--- config.mk ---
export PLATFORM = sky130hd
export DESIGN_NAME = gray_wptr_full
export DESIGN_NICKNAME = d
export VERILOG_FILES = /design/src/rtl/fifo_pkg.sv /design/src/rtl/bin_to_gray.sv /design/src/rtl/gray_wptr_full.sv
export SDC_FILE = /design/constraint.sdc
export NUM_CORES = 1
export LEC_CHECK = 0
export ABC_AREA = 1
export BUFFER_PORTS_ARGS = -buffer_cell sky130_fd_sc_hd__buf_2
export CAP_MARGIN = 25
export CORE_AREA = 2 2 39 41
export CTS_BUF_LIST = sky130_fd_sc_hd__clkbuf_8
export DETAILED_ROUTE_END_ITERATION = 10
export DIE_AREA = 0 0 41 43
export PLACE_DENSITY = 0.75
export RECOVER_POWER = 100
export SKIP_CTS_REPAIR_TIMING = 1
export SYNTH_ARGS = -nofsm -noshare
export SYNTH_HDL_FRONTEND = slang
export SYNTH_HIERARCHICAL = 1
export SYNTH_SLANG_ARGS = --single-unit
--- constraint.sdc ---
create_clock -name wclk -period 3.63 [get_ports wclk]
set_input_delay 0.1815 -clock wclk [delete_from_list [all_inputs] [get_ports wclk]]
set_output_delay 0.1815 -clock wclk [all_outputs]
set_load 0.01 [all_outputs]
--- src/rtl/fifo_pkg.sv ---
// Shared async-FIFO pointer types and helpers, used by both the write-side
// full logic and the read-side empty logic.
package fifo_pkg;

    localparam int FIFO_ADDR_W = 4;

    typedef logic [FIFO_ADDR_W:0] ptr_t;

    function automatic ptr_t bin2gray(input ptr_t bin);
        return bin ^ (bin >> 1);
    endfunction

    // Full when the next write pointer is exactly one lap ahead of the read pointer:
    // in Gray code that means the top two bits differ and the rest match.
    function automatic logic full_match(input ptr_t wgray_next, input ptr_t rgray_sync);
        return wgray_next == {~rgray_sync[FIFO_ADDR_W:FIFO_ADDR_W-1],
                              rgray_sync[FIFO_ADDR_W-2:0]};
    endfunction

endpackage

--- src/rtl/bin_to_gray.sv ---
// Pure combinational binary-to-Gray encoder; the read side holds the inverse decoder.
module bin_to_gray #(
    parameter int W = 5
) (
    input  logic [W-1:0] din,
    output logic [W-1:0] dout
);

    assign dout = din ^ (din >> 1);

endmodule

--- src/rtl/gray_wptr_full.sv ---
// Write-side pointer of the async FIFO: binary counter for the RAM address,
// registered Gray pointer for the crossing, and registered full flag.
module gray_wptr_full
    import fifo_pkg::*;
#(
    parameter int ADDR_W = FIFO_ADDR_W
) (
    input  logic              wclk,
    input  logic              wrst_n,
    input  logic              winc,
    input  logic [ADDR_W:0]   wq2_rptr,
    output logic [ADDR_W-1:0] waddr,
    output logic [ADDR_W:0]   wptr,
    output logic              wfull,
    output logic              wen
);

    logic [ADDR_W:0] wbin_r;
    logic [ADDR_W:0] wptr_r;
    logic            wfull_r;
    logic [ADDR_W:0] wbin_next_s;
    logic [ADDR_W:0] wgray_next_s;
    logic [ADDR_W:0] rptr_lap_s;
    logic            full_cond_s;

    assign wen         = winc & ~wfull_r;
    assign wbin_next_s = wbin_r + {{ADDR_W{1'b0}}, wen};

    bin_to_gray #(
        .W (ADDR_W + 1)
    ) u_bin_to_gray (
        .din  (wbin_next_s),
        .dout (wgray_next_s)
    );

    // Read pointer as it would look one full lap behind the write pointer.
    assign rptr_lap_s  = {~wq2_rptr[ADDR_W:ADDR_W-1], wq2_rptr[ADDR_W-2:0]};
    assign full_cond_s = (wgray_next_s == rptr_lap_s);

    // Pointer and flag registers; reset clears them without waiting for a clock.
    always_ff @(posedge wclk or negedge wrst_n) begin
        if (!wrst_n) begin
            wbin_r  <= {(ADDR_W + 1){1'b0}};
            wptr_r  <= {(ADDR_W + 1){1'b0}};
            wfull_r <= 1'b0;
        end else begin
            wbin_r  <= wbin_next_s;
            wptr_r  <= wgray_next_s;
            wfull_r <= full_cond_s;
        end
    end

    assign waddr = wbin_r[ADDR_W-1:0];
    assign wptr  = wptr_r;
    assign wfull = wfull_r;

endmodule

==> results.yml <==
sta:
  final-setup-viol-count: 0
  slew_headroom_pct: 64.1
  grt_setup_unrepaired: "false"
  slew_viol_final: 0
  period_share_pct: 56.8
  skew_ps: 2.46
  fin_tns_setup_ps: 0
  worst_pin_slew_ps: 539
  hold_viol_final: 0
  fin_ws_ps: 1570
  period_needed_ps: 2060
  fmaxAchievable_mhz: 485
cells_and_area:
  drive_above_1_share_pct: 13.3
  final_nets: 86
  final_cell_mix: "nand2_1 (17), clkbuf_1 (12), dfrtp_1 (11), inv_1 (9), buf_2 (6)"
  diodes: 0
  mostFrequentLayoutCell: "nand2_1"
  area.growth.synth_to_final_pct: 22.0
clocking:
  clock_sinks: 11
  cts_buffers: 3
  cts_max_level: 1
  insertion_delay_ps: 230
  clkSlewWorstSetupHoldPaths_ps: 50
  cts-root-buf: "clkbuf_8"
  cts_tree: "yes"
  clk_path_buf_depth: 2
critical_path:
  worstSetupStartpointType: "flop"
  r2r_start: "wfull"
  slowest_stage: "xnor2_1"
  cp_max_fo: 6
  crit_family: "simple AND/OR/NAND/NOR gates"
  crit_type: "flop to flop"
  arrival_ps: 2220
  critical_path.max_stage_delay_ps: 390
  cp_num_buf_inv: 2
  cp-end-kind: "flop"
  crit_required_ps: 3790
  crit_start: "wfull"
  path_cells: "nor2_1 > ha_1 > ha_1 > nand3_1 > xnor2_1 > inv_1 > nand2_1 > nand2_1 > nand2_1 > inv_1 > nor2_1 > nand3_1 > nor2_1"
logic_synthesis:
  synth.cell_area_um2: 518
  synth_fp_nets: 67
  synth.top_cell.area_share_pct: 53.1
  ys_seq_area_share_pct: 53.1
  synth-seq-cells: 11
  yosys_warnings: 6
  synth_compound_area_share_pct: 0
  synthAdderAreaFrac_pct: 4.83
  synth-simple-area-share_pct: 18.1
  synth_area_leaders: "dfrtp_1 (53%), nand2_1 (12%), xnor2_1 (8.5%), buf_4 (7.2%), inv_1 (6.5%)"
  muxShareOfSynthArea_pct: 0
  synth_cells: 57
  avgSynthCellArea_um2: 9.09
  synth_top_area_cell: "dfrtp_1"
  synth_top_family_by_area: "simple AND/OR/NAND/NOR gates"
  ys_types: 9
  synth-xor-area-share_pct: 10.1
flow_run:
  drv_cap: 0
floorplan:
  die_y_um: 43
  fp.coreArea_mm2: 0.00138
  start_util_pct: 37.4
  die_w_um: 41
  rows: 14
  die_area_mm2: 0.00176
  ios: 19
status:
  outcome: "finished, final reports clean"
grt:
  grtUsageMet1_pct: 13.6
  use_met2_pct: 24.7
  grt_pass1_vias: 403
  grt_pass1_wl_um: 1610
  grtUsageTotal_pct: 13.7
  overflow: 0
  grt_max_degree: 12
  antenna_found_initial: 0
  grt_util_met3_pct: 3.14
  grt.busiest_layer: "met2"
drt:
  initialDrtViolationCount: 6
  ant_nets: 0
  wl_per_cell_um: 10.0
  drt-pass1-iter-count: 4
  viasPerCell: 4.33
  vias: 394
  drc: 0
  wirelength_um: 910
placed_design:
  place_ws_ps: 1580
  place.gp.congestion: 0.740
  io_buffers: 18
  dp_hpwl_um: 743
min_path:
  hold_path_class: "input port to flop"
  hold_start: "wq2_rptr[2]"
power_and_ir_drop:
  p_leak_uw: 0.000339
  powerDensity_mw_per_mm2: 1050
  ir_drop_uv: 291
path summary, 6_finish.rpt:
kind	slack, ps	endpoint	cells after the start
max in group asynchronous	2830	wbin_r[2]	2
min in group asynchronous	450	wptr[2]	2
setup / recovery	1570	wfull	13
hold / removal	230	wfull	4
setup reg to reg	1570	wfull	13
hold reg to reg	570	wbin_r[2]	1
worst register-to-register path, cell delays in order (launching register included):
cell and delay, ps:
dfrtp_1 380, nor2_1 150, ha_1 190, ha_1 200
nand3_1 100, xnor2_1 390, inv_1 80, nand2_1 80
nand2_1 90, nand2_1 70, inv_1 40, nor2_1 80
nand3_1 70, nor2_1 90
area by class of cell:
cell class	count	area, um2
Clock inverter	1	5.00
Multi-Input combinational cell	32	171
Sequential cell	11	275
Clock buffer	3	41.3
Inverter	9	33.8
Timing Repair Buffer	19	85.1
Fill cell	136	752
Tap cell	16	20.0
sequential cells by signal, indices dropped and copies added, names as in the netlist:
register  count
wbin_r        5
wptr          5
wfull         1
cells in the mapped netlist:
library cell	instances
nand2_1	17
dfrtp_1	11
inv_1	9
buf_4	5
xnor2_1	5
nor2_1	4
nand3_1	3
ha_1	2
xor2_1	1
through the flow:
| step | cell area, um2 | std cells | utilization [%] | power, uW | hold WS [ps] |
|---|---|---|---|---|---|
| 2_1_floorplan | 518 | 57 | - | 489 | -114 |
| 3_3_place_gp | 591 | 86 | 42.7 | 539 | 52.0 |
| 3_5_place_dp | 591 | 86 | 42.7 | 560 | 56.7 |
| 4_1_cts | 637 | 90 | 46.0 | 682 | -190 |
| 5_1_grt | 632 | 91 | 45.7 | 732 | 242 |
| 6_report | 632 | 91 | 45.7 | 660 | 227 |
report_power, final:
group / leakage [uW] / internal [uW] / switching, uW / total [uW]
Sequential: 0.000133 / 187 / 30.0 / 217
Clock: 0.0000255 / 75.0 / 41.4 / 116
Combinational: 0.000181 / 121 / 206 / 327
Total: 0.000339 / 383 / 277 / 660
cell families after synthesis:
family	count (synthesis)
xor gates and xnor gates	6
and+or+nand+nor	24
buffers and inverters	14
DFF	11
adders and majority gates	2
routing by layer:
| layer | up-vias | routed length (um) | share of wire (%) |
|---|---|---|---|
| li1 | 201 | - | - |
| met1 | 184 | 356 | 39 |
| met4 | 0 | 0 | 0 |
| met3 | 0 | 33 | 3.6 |
| met5 | - | 0 | 0 |
| met2 | 9 | 520 | 57 |
Power figures use the tool's default switching activity.
